==> src/rtl/wb_deserializer_pkg.sv <==
// Shared constants and types for the Wishbone serial-frame deserializer.
// Holds the register map, frame length, STATUS bit positions, CTRL bit
// positions and the receiver FSM state type.
package WBDeserializer;

  localparam int unsigned NUM_REGS   = 4;
  localparam logic [1:0]  ADR_DATA   = 2'd0;
  localparam logic [1:0]  ADR_STATUS = 2'd1;
  localparam logic [1:0]  ADR_CTRL   = 2'd2;

  localparam int unsigned FRAME_BITS = 27;
  localparam int unsigned BIT_CNT_W  = 5;
  localparam int unsigned BAUD_CNT_W = 8;

  // STATUS layout for the default depth; count lives in [2:0]
  localparam int unsigned STAT_CNT_LSB = 0;
  localparam int unsigned STAT_EMPTY   = 3;
  localparam int unsigned STAT_FULL    = 4;
  localparam int unsigned STAT_OVF     = 5;
  localparam int unsigned STAT_FERR    = 6;
  localparam int unsigned STAT_BUSY    = 7;

  localparam int unsigned CTRL_CLR   = 0;
  localparam int unsigned CTRL_FLUSH = 1;

  typedef enum logic [1:0] {
    ST_IDLE  = 2'd0,
    ST_START = 2'd1,
    ST_DATA  = 2'd2,
    ST_STOP  = 2'd3
  } rx_state_e;

endpackage

==> src/rtl/wb_deserializer_serializer_out.sv <==
// Serial receiver: synchronizes data_i, detects the start bit, shifts in
// 27 data bits MSB first and checks the stop bit.
// Ports: clk_i/rst_ni clock and async active-low reset, data_i serial line,
// word_o received word, word_valid_o one-cycle pulse on good stop bit,
// frame_err_o one-cycle pulse on bad stop bit, busy_o FSM not idle.
module serializer_out
  import WBDeserializer::*;
#(
  parameter int unsigned CLKS_PER_BIT = 4
) (
  input  logic                  clk_i,
  input  logic                  rst_ni,
  input  logic                  data_i,
  output logic [FRAME_BITS-1:0] word_o,
  output logic                  word_valid_o,
  output logic                  frame_err_o,
  output logic                  busy_o
);

  localparam logic [BAUD_CNT_W-1:0] HALF_LAST = BAUD_CNT_W'(CLKS_PER_BIT / 2 - 1);
  localparam logic [BAUD_CNT_W-1:0] BIT_LAST  = BAUD_CNT_W'(CLKS_PER_BIT - 1);
  localparam logic [BIT_CNT_W-1:0]  LAST_BIT  = BIT_CNT_W'(FRAME_BITS - 1);

  rx_state_e               state_q, state_d;
  logic [1:0]              sync_q;
  logic                    prev_q;
  logic [BAUD_CNT_W-1:0]   cnt_q, cnt_d;
  logic [BIT_CNT_W-1:0]    bit_q, bit_d;
  logic [FRAME_BITS-1:0]   shift_q, shift_d;
  logic                    word_valid_q, word_valid_d;
  logic                    frame_err_q, frame_err_d;
  logic                    busy_q;
  logic                    line_c, fall_c;

  assign line_c = sync_q[1];
  assign fall_c = prev_q & ~line_c;

  // Two-flop synchronizer plus edge-detect history, all idle-high
  always_ff @(posedge clk_i or negedge rst_ni) begin
    if (!rst_ni) begin
      sync_q <= 2'b11;
      prev_q <= 1'b1;
    end else begin
      sync_q <= {sync_q[0], data_i};
      prev_q <= line_c;
    end
  end

  // State register
  always_ff @(posedge clk_i or negedge rst_ni) begin
    if (!rst_ni) state_q <= ST_IDLE;
    else         state_q <= state_d;
  end

  // Next-state logic; START resamples mid-bit to reject glitches
  always_comb begin
    state_d = state_q;
    unique case (state_q)
      ST_IDLE:  if (fall_c) state_d = ST_START;
      ST_START: if (cnt_q == HALF_LAST) state_d = line_c ? ST_IDLE : ST_DATA;
      ST_DATA:  if (cnt_q == BIT_LAST && bit_q == LAST_BIT) state_d = ST_STOP;
      ST_STOP:  if (cnt_q == BIT_LAST) state_d = ST_IDLE;
      default:  state_d = ST_IDLE;
    endcase
  end

  // Counter, shift and pulse next values per state
  always_comb begin
    cnt_d        = cnt_q;
    bit_d        = bit_q;
    shift_d      = shift_q;
    word_valid_d = 1'b0;
    frame_err_d  = 1'b0;
    unique case (state_q)
      ST_IDLE: begin
        cnt_d = '0;
        bit_d = '0;
      end
      ST_START: cnt_d = (cnt_q == HALF_LAST) ? '0 : cnt_q + BAUD_CNT_W'(1);
      ST_DATA: begin
        if (cnt_q == BIT_LAST) begin
          cnt_d   = '0;
          shift_d = {shift_q[FRAME_BITS-2:0], line_c};
          bit_d   = (bit_q == LAST_BIT) ? '0 : bit_q + BIT_CNT_W'(1);
        end else begin
          cnt_d = cnt_q + BAUD_CNT_W'(1);
        end
      end
      ST_STOP: begin
        if (cnt_q == BIT_LAST) begin
          cnt_d        = '0;
          word_valid_d = line_c;
          frame_err_d  = ~line_c;
        end else begin
          cnt_d = cnt_q + BAUD_CNT_W'(1);
        end
      end
      default: cnt_d = '0;
    endcase
  end

  // Datapath registers
  always_ff @(posedge clk_i or negedge rst_ni) begin
    if (!rst_ni) begin
      cnt_q        <= '0;
      bit_q        <= '0;
      shift_q      <= '0;
      word_valid_q <= 1'b0;
      frame_err_q  <= 1'b0;
      busy_q       <= 1'b0;
    end else begin
      cnt_q        <= cnt_d;
      bit_q        <= bit_d;
      shift_q      <= shift_d;
      word_valid_q <= word_valid_d;
      frame_err_q  <= frame_err_d;
      busy_q       <= (state_d != ST_IDLE);
    end
  end

  assign word_o       = shift_q;
  assign word_valid_o = word_valid_q;
  assign frame_err_o  = frame_err_q;
  assign busy_o       = busy_q;

endmodule

==> src/rtl/wb_deserializer.sv <==
// Serial frame receiver with a receive FIFO behind a Wishbone slave.
// Ports: clk_i/rst_ni clock and async active-low reset, data_i serial line,
// rx_valid_o FIFO non-empty, CYC_I/STB_I/WE_I/ADR_I/DAT_I Wishbone request,
// ACK_O/ERR_O single-cycle combinational response, DAT_O read data.
module wb_deserializer
  import WBDeserializer::*;
#(
  parameter int unsigned CLKS_PER_BIT = 4,
  parameter int unsigned FIFO_DEPTH   = 4
) (
  input  logic        clk_i,
  input  logic        rst_ni,
  input  logic        data_i,
  output logic        rx_valid_o,
  input  logic        CYC_I,
  input  logic        STB_I,
  input  logic        WE_I,
  input  logic [31:0] ADR_I,
  input  logic [31:0] DAT_I,
  output logic        ACK_O,
  output logic        ERR_O,
  output logic [31:0] DAT_O
);

  localparam int unsigned PTR_W      = (FIFO_DEPTH > 1) ? $clog2(FIFO_DEPTH) : 1;
  localparam int unsigned CNT_W      = $clog2(FIFO_DEPTH + 1);
  localparam int unsigned STAT_CNT_W = (CNT_W > 3) ? CNT_W : 3;
  localparam int unsigned FLAG_OFS   = STAT_CNT_W - 3;
  localparam logic [CNT_W-1:0] DEPTH_C = CNT_W'(FIFO_DEPTH);
  localparam logic [PTR_W-1:0] PTR_END = PTR_W'(FIFO_DEPTH - 1);

  logic [FRAME_BITS-1:0] rx_word;
  logic                  rx_push, rx_ferr, rx_busy;

  serializer_out #(.CLKS_PER_BIT(CLKS_PER_BIT)) u_rx (
    .clk_i        (clk_i),
    .rst_ni       (rst_ni),
    .data_i       (data_i),
    .word_o       (rx_word),
    .word_valid_o (rx_push),
    .frame_err_o  (rx_ferr),
    .busy_o       (rx_busy)
  );

  logic [FRAME_BITS-1:0] mem_q [FIFO_DEPTH];
  logic [PTR_W-1:0]      wr_ptr_q, wr_ptr_d, rd_ptr_q, rd_ptr_d;
  logic [CNT_W-1:0]      count_q, count_d;
  logic                  ovf_q, ovf_d, ferr_q, ferr_d, rx_valid_q;
  logic                  sel_c, legal_c, rd_c, ctrl_c, flush_c, clr_c;
  logic                  empty_c, full_c, pop_c, push_c, push_ok_c, ovf_set_c;
  logic [31:0]           status_c;
  logic                  unused_bits;

  assign unused_bits = ^{ADR_I[31:2], DAT_I[31:2]};

  function automatic logic [PTR_W-1:0] ptr_inc(input logic [PTR_W-1:0] p);
    return (p == PTR_END) ? '0 : p + PTR_W'(1);
  endfunction

  // Register decode: DATA/STATUS read-only, CTRL write-only, address 3 invalid
  always_comb begin
    legal_c = 1'b0;
    unique case (ADR_I[1:0])
      ADR_DATA, ADR_STATUS: legal_c = ~WE_I;
      ADR_CTRL:             legal_c = WE_I;
      default:              legal_c = 1'b0;
    endcase
  end

  assign sel_c   = CYC_I & STB_I;
  assign ACK_O   = sel_c & legal_c;
  assign ERR_O   = sel_c & ~legal_c;
  assign rd_c    = ACK_O & ~WE_I;
  assign ctrl_c  = ACK_O & WE_I & (ADR_I[1:0] == ADR_CTRL);
  assign flush_c = ctrl_c & DAT_I[CTRL_FLUSH];
  assign clr_c   = ctrl_c & DAT_I[CTRL_CLR];

  assign empty_c   = (count_q == '0);
  assign full_c    = (count_q == DEPTH_C);
  assign pop_c     = rd_c & (ADR_I[1:0] == ADR_DATA) & ~empty_c;
  // Flush beats a same-cycle push; a pop frees a slot for a push when full
  assign push_c    = rx_push & ~flush_c;
  assign push_ok_c = push_c & (~full_c | pop_c);
  assign ovf_set_c = push_c & full_c & ~pop_c;

  // FIFO pointer / occupancy next state
  always_comb begin
    wr_ptr_d = wr_ptr_q;
    rd_ptr_d = rd_ptr_q;
    count_d  = count_q;
    if (flush_c) begin
      wr_ptr_d = '0;
      rd_ptr_d = '0;
      count_d  = '0;
    end else begin
      if (push_ok_c) wr_ptr_d = ptr_inc(wr_ptr_q);
      if (pop_c)     rd_ptr_d = ptr_inc(rd_ptr_q);
      unique case ({push_ok_c, pop_c})
        2'b10:   count_d = count_q + CNT_W'(1);
        2'b01:   count_d = count_q - CNT_W'(1);
        default: count_d = count_q;
      endcase
    end
  end

  // Sticky flags: a set event in the same cycle as a clear wins
  assign ovf_d  = ovf_set_c | (ovf_q & ~clr_c);
  assign ferr_d = rx_ferr | (ferr_q & ~clr_c);

  always_ff @(posedge clk_i or negedge rst_ni) begin
    if (!rst_ni) begin
      wr_ptr_q   <= '0;
      rd_ptr_q   <= '0;
      count_q    <= '0;
      ovf_q      <= 1'b0;
      ferr_q     <= 1'b0;
      rx_valid_q <= 1'b0;
    end else begin
      wr_ptr_q   <= wr_ptr_d;
      rd_ptr_q   <= rd_ptr_d;
      count_q    <= count_d;
      ovf_q      <= ovf_d;
      ferr_q     <= ferr_d;
      rx_valid_q <= (count_d != '0);
    end
  end

  // Storage is not reset; occupancy tracking guards every read
  always_ff @(posedge clk_i) begin
    if (push_ok_c) mem_q[wr_ptr_q] <= rx_word;
  end

  always_comb begin
    status_c = '0;
    status_c[STAT_CNT_LSB +: STAT_CNT_W] = STAT_CNT_W'(count_q);
    status_c[STAT_EMPTY + FLAG_OFS]      = empty_c;
    status_c[STAT_FULL + FLAG_OFS]       = full_c;
    status_c[STAT_OVF + FLAG_OFS]        = ovf_q;
    status_c[STAT_FERR + FLAG_OFS]       = ferr_q;
    status_c[STAT_BUSY + FLAG_OFS]       = rx_busy;
  end

  // Read data is zero unless a read is being acknowledged
  always_comb begin
    DAT_O = '0;
    if (rd_c) begin
      if (ADR_I[1:0] == ADR_DATA) begin
        if (!empty_c) DAT_O = 32'(mem_q[rd_ptr_q]);
      end else begin
        DAT_O = status_c;
      end
    end
  end

  assign rx_valid_o = rx_valid_q;

endmodule

==> config.mk <==
export PLATFORM = sky130hd
export DESIGN_NAME = wb_deserializer
export DESIGN_NICKNAME = d
export VERILOG_FILES = /design/src/rtl/wb_deserializer_pkg.sv /design/src/rtl/wb_deserializer_serializer_out.sv /design/src/rtl/wb_deserializer.sv
export SDC_FILE = /design/constraint.sdc
export NUM_CORES = 1
export LEC_CHECK = 0
export BUFFER_PORTS_ARGS = -buffer_cell sky130_fd_sc_hd__buf_2
export CAP_MARGIN = 20
export CORE_UTILIZATION = 25
export DETAILED_ROUTE_END_ITERATION = 16
export HOLD_SLACK_MARGIN = 0.06
export PLACE_DENSITY = 0.41
export SLEW_MARGIN = 15
export SYNTH_ARGS = -nofsm -noshare
export SYNTH_HDL_FRONTEND = slang
export SYNTH_SLANG_ARGS = --single-unit
==> constraint.sdc <==
create_clock -name clk_i -period 3.6 [get_ports clk_i]
set_input_delay 0.18 -clock clk_i [delete_from_list [all_inputs] [get_ports clk_i]]
set_output_delay 0.18 -clock clk_i [all_outputs]
set_load 0.1 [all_outputs]
## After elaboration in Yosys (flattened, before gate mapping)

Memory sizes are Yosys's and may differ from the RTL's.
Cells that the tools add are included.

| cells by class | value |
|---|---|
| add/sub/neg operators | 6 |
| eq/ne operators | 14 |
| mux-type cells | 30 |
| bitwise logic cells | 28 |
| reductions and logical operators | 13 |

Operators with widths:

| operator | number |
|---|---|
| $mux W32 | 2 |
| $mux W27 | 1 |
| $pmux W8 S3 | 1 |
| $mux W2 | 11 |
| $and A1 B1 Y1 | 17 |
| $mux W8 | 2 |
| $eq A2 B2 Y1 const B | 6 |
| $mux W5 | 2 |
| $pmux W5 S2 | 1 |
| $add A8 B1 Y8 const B | 1 |
| $eq A8 B1 Y1 const B | 1 |
| $eq A8 B2 Y1 const B | 1 |
| $not A1 Y1 | 8 |
| $pmux W2 S4 | 1 |
| $reduce_bool A2 Y1 | 4 |
| $eq A2 B1 Y1 const B | 3 |
| $mux W1 | 6 |
| $pmux W3 S2 | 1 |
| $add A5 B1 Y5 const B | 1 |
| $eq A5 B5 Y1 const B | 1 |
| $add A2 B1 Y2 const B | 2 |
| $logic_not A2 Y1 | 2 |
| $reduce_and A2 Y1 | 2 |
| $reduce_or A2 Y1 | 2 |
| 10 further kinds | 12 |

| word-level totals | value |
|---|---|
| register bits after elaboration | 58 |
| bits in writable memories | 108 |
| input port bits | 70 |
| memories kept | 1 |

Memories:

| memory | depth | width | rd ports | clocked after memory_dff | wr ports | RTL line | text |
|---|---|---|---|---|---|---|---|
| mem_q | 4 | 27 | 1 | 0 | 1 | wb_deserializer.sv:45 | `logic [FRAME_BITS-1:0] mem_q [FIFO_DEPTH];` |

## Longest topological paths before layout

| logic depth | value |
|---|---|
| depth after elaboration | 14 |
| gate-level depth with buffers | 9 |

## Hierarchy

A second synthesis with hierarchy kept.

| second synthesis, totals | value |
|---|---|
| cells, all modules | 429 |
| area, all modules | 7,069.3 um2 |

Modules (own cells, without submodules):

| module | instances | cells an instance | area each (um2) | seq. area each (um2) |
|---|---|---|---|---|
| wb_deserializer | 1 | 276 | 4,951.0 | 3,493.4 |
| serializer_out | 1 | 153 | 2,118.3 | 1,204.9 |

## Worst setup path after synthesis

OpenSTA, ideal clock, no wires.

| timing | value |
|---|---|
| path type | in2out |
| from | input port ADR_I[0] |
| to | output port ERR_O |
| arrival time | 2,812 ps |
| data required time | 3,420 ps |
| path slack | 608 ps |
| stages | 4 |
| path through | clkbuf_1 > inv_1 > and3_1 > nor3_1 |

| between the ends | value |
|---|---|
| cells in the longest elaborated chain, start to end | 5 |

Ends and longest elaborated chain:

| what | RTL line | text |
|---|---|---|
| start: declaration | wb_deserializer.sv:18 | `input logic [31:0] ADR_I,` |
| $eq A2 B1 Y1 / $logic_not A2 Y1 (equally long branches) | wb_deserializer.sv:63 | `unique case (ADR_I[1:0])` |
| $reduce_or A2 Y1 | wb_deserializer.sv:63 |  |
| $pmux W1 S2 (*) | wb_deserializer.sv:63 |  |
| $not A1 Y1 (*) | wb_deserializer.sv:72 | `assign ERR_O = sel_c & ~legal_c;` |
| $and A1 B1 Y1 (*) | wb_deserializer.sv:72 |  |
| end: declaration | wb_deserializer.sv:21 | `output logic ERR_O,` |

Every way passes the cells marked *; elsewhere a longest branch is shown, timed or not.

## Worst setup path after layout

| timing | value |
|---|---|
| from | register rd_ptr_q[0] |
| to | output port DAT_O[2] |

| between the ends | value |
|---|---|
| cells in the longest elaborated chain, start to end | 4 |

Ends and longest elaborated chain:

| what | RTL line | text |
|---|---|---|
| start: declaration | wb_deserializer.sv:46 | `logic [PTR_W-1:0] wr_ptr_q, wr_ptr_d, rd_ptr_q, rd_ptr_d;` |
| start signal: assignment | wb_deserializer.sv:120 | `rd_ptr_q <= rd_ptr_d;` |
| $mem_v2 Z4 W27 | -- |  |
| $mux W27 | wb_deserializer.sv:148 | `if (!empty_c) DAT_O = 32'(mem_q[rd_ptr_q]);` |
| $mux W32 | wb_deserializer.sv:147 | `if (ADR_I[1:0] == ADR_DATA) begin` |
| $mux W32 | wb_deserializer.sv:146 | `if (rd_c) begin` |
| end: declaration | wb_deserializer.sv:22 | `output logic [31:0] DAT_O` |

Every way passes these cells.

==> results summary <==
The total CTS buffers is 17. The first-pass GRT wire length came out at 23100 um. In this run the remaining antenna-violating nets after routing total 0. The number of buffers inserted by port buffering is 39. The required time of the critical path is 3.42 ns. The post-synthesis area per instance is 16.0 sq um. The fraction of the yosys area taken by sequential cells is 67.0%. During I/O placement, the number of pins put on the boundary was 105.

The count of final hold-check violations is 0. The worst hold path begins at DAT_I[0]. The total of warnings raised by yosys came out at 0. The setup fix buffers added after clock tree synthesis is 0. The cell type of the slowest stage on the worst timing path is dfrtp_2. For this design the static power due to leakage is 2.88 nW. The measured slew at the worst slew-check pin came out at 0.928 ns.

The largest stage delay on the critical path came out at 0.77 ns. Entering global routing, the biggest net connects 34 pins. The number of global-route vias before repair came out at 4009. The total buffers and inverters traversed by the critical path came out at 2. In this run the power density over the cells is 631 nW/um^2. The global router's overall resource usage is 10.7%. The cell family with the largest share of critical-path delay is flip-flops. The path class of the tightest hold or removal check is input pin to flip-flop.

The gate count of the mapped netlist is 439. The CTS clock-pin slew for the worst setup and hold paths came out at 0.06 ns. The final setup violation count came out at 0.

The clock drives 166 sinks. The category of the worst setup path launch point is a flip-flop. The DRC violation count after routing came out at 0. The count of distinct cell types in the synthesized netlist came out at 60.

Timing analysis after detailed placement gives a worst setup slack of 1.09 ns. The share of synthesized registers carrying an async set or reset is 34.9%. The die is 169 um tall. By area the synthesized netlist is led by edfxtp_1, dfrtp_1, mux4_2. TritonCTS built the clock tree.

The max-slew violation total from the final report came to 0. The number of antenna repair diodes came out at 0. Of the cells placed in the final design, the portion with a size suffix greater than 1 is 28.8%. Traced cell by cell, the critical path runs through buf_4 > mux4_2 > a22o_1 > buf_2.

The x dimension of the die came out at 169 um. The number of enable-type register cells in the synthesized netlist came out at 108. The most used flip-flop cell after synthesis is edfxtp_1. The synthesized design devotes to its leading area cell type 46.3% of total area. The mean number of vias per cell is 4.45. The final HPWL from detailed placement came out at 8400 um. For this run, the post-layout net count is 567. The flow ran to the end, and the final reports show no timing, DRC or antenna violations. The die outline area is 28700 sq um.

Hold timing on the final database bottoms out at a slack of 0.135 ns. The highest net fanout along the worst path is 19. The total grt overflow came out at 0.

The final weighted congestion of routability-driven global placement came out at 0.781. The floorplan core area is 27300 sq um. The via total after detailed routing is 3878.

Tracing the worst setup path back leads to its startpoint at rd_ptr_q[0]. The total chip power is 5.18 mW. The worst path setup slack after routing is 0.860 ns. Row generation in the floorplan step produced 60 rows. The tree is rooted in a clkbuf_16.

The worst register-to-register path begins at u_rx.word_valid_o. Dividing the final minimum period by the clock period gives 76.1%. The layout has 2657 filler cells. The clock passes through at most 2 buffers. The first TritonRoute pass finished after 5 iterations. The final core area utilization came out at 30.1%. The wire length reported by the detailed router came out at 14300 um. For the finished layout, the period the worst path requires is 2.74 ns. The per-cell routed wire length is 16.4 um.

The later pin in the worst-skew pair is clocked with a latency of 0.42 ns. The summed negative setup slack over all endpoints is 0 ns. The arrival time of data at the critical path endpoint came out at 2.56 ns.

The maximum operating frequency came out at 0.365 GHz. The tool flagged a number of max-cap violations equal to 0. The initial standard-cell utilization of the core is 25.7%. Setup repair after global routing left no endpoint under its margin.

The H-tree generated during clock tree synthesis spans 4 levels. The number of antenna violations at the first check in global routing came out at 0. The maximum resistive drop on vdd came out at 0.223 mV. The area overhead of the layout relative to synthesis came out at 17.2%. The clock tree skew after final layout came out at 0.0105 ns. The post-synthesis instance area is 7010 sq um.

The critical path in this run is classified as flip-flop to primary output. Counting flops and latches in the post-synthesis netlist gives 166. The type of destination of the critical path is a primary output. The number of DRC markers after the initial detailed-route iteration came out at 257. The headroom to the max-slew limit came out at 38.1%.

edfxtp_1 takes more of the synthesized area than any other cell.
layout make-up:
type / instances / area, sq um / area share [%]
flip-flops and latches: 166 / 4700 / 57.2
multi-input cells: 239 / 2150 / 26.2
clock buffers: 18 / 429 / 5.22
repair buffers: 50 / 283 / 3.44
well taps: 372 / 465 / 5.67
inverters: 13 / 48.8 / 0.594
clock inverters: 14 / 135 / 1.64
cell families after synthesis:
group	synth area share [%]
xor+xnor	0.874
buf+inv	2.59
fa+ha+maj	1.89
simple gates	8.82
compound gates	5.19
other cells	0.0535
flops	67.0
mux	13.6
report_power, final:
| group | leakage [nW] | internal, mW | total [mW] | switching [mW] |
|---|---|---|---|---|
| combinational | 1.06 | 0.415 | 0.996 | 0.581 |
| clock | 0.270 | 0.915 | 1.71 | 0.796 |
| sequential | 1.55 | 2.18 | 2.47 | 0.290 |
what timing repair did:
item,CTS,global route
gates resized for setup,0,0
endpoints found under the hold margin,33,0
setup endpoints to repair,0,0
hold buffers,2,0
synthesized netlist by cell type (2+ instances only):
cell type and n:
a211oi_1 2, a21oi_1 12, a22o_1 7, a31oi_1 6, and2_1 24, and3_1 3, and3b_1 2, buf_2 4
buf_4 5, buf_6 2, clkbuf_1 14, dfrtp_1 55, dfstp_2 3, edfxtp_1 108, ha_1 9, inv_1 13
mux2_2 19, mux2_4 8, mux4_2 27, nand2_1 16, nand3_1 10, nand4_1 5, nor2_1 21, nor3_1 8
o21ai_0 8, o31a_1 2, o31ai_1 2, or2_2 3, or3_1 5, xnor2_1 5, xor2_1 2
per-layer routing:
layer / global-route usage [%] / share of wire, % / vias up
met4: 3.56 / 1.0 / 0
met5: 0 / 0 / -
li1: - / - / 1773
met3: 2.45 / 3.0 / 10
met2: 18.3 / 52 / 68
met1: 13.3 / 44 / 2027
worst paths after layout:
kind | endpoint | slack, ns | cells past startpoint
worst min-delay path | ferr_q | 0.13 | 3
max in group asynchronous | u_rx.prev_q | 2.22 | 3
worst max-delay path | DAT_O[2] | 0.86 | 4
worst max register to register | mem_q[1][26] | 1.21 | 4
worst min register to register | u_rx.sync_q[1] | 0.36 | 0
min in group asynchronous | u_rx.word_o[14] | 0.43 | 2
placed cells by master (no fill, tap or decap), drive strengths merged, types with 5 or more instances in the layout:
master and instances:
a21oi 12, a22o 7, a31oi 6, and2 24, buf 48, clkbuf 18
conb 5, dfrtp 55, edfxtp 108, ha 9, inv 21, mux2 27
mux4 27, nand2 16, nand3 10, nand4 6, nor2 21, nor3 9
o21ai 8, or3 5, xnor2 5
stage by stage:
stage,cell area (sq um),std cells
floorplan,7030,443
global placement,7630,838
detailed placement,7630,838
CTS,8220,872
global route,8220,872
finish,8220,872
registers in the layout (all words and copies together), names as in the netlist, 3 cells and up:
signal and count:
count_q 3, mem_q 108, u_rx.bit_q 5, u_rx.cnt_q 8
u_rx.word_o 27
worst register-to-register path, stage by stage, from the launching register on:
cell	delay, ns
dfrtp_1	0.64
o21ai_0	0.35
a21oi_1	0.43
and2_1	0.19
buf_4	0.42
No activity file was read; power rests on OpenSTA's default activity.
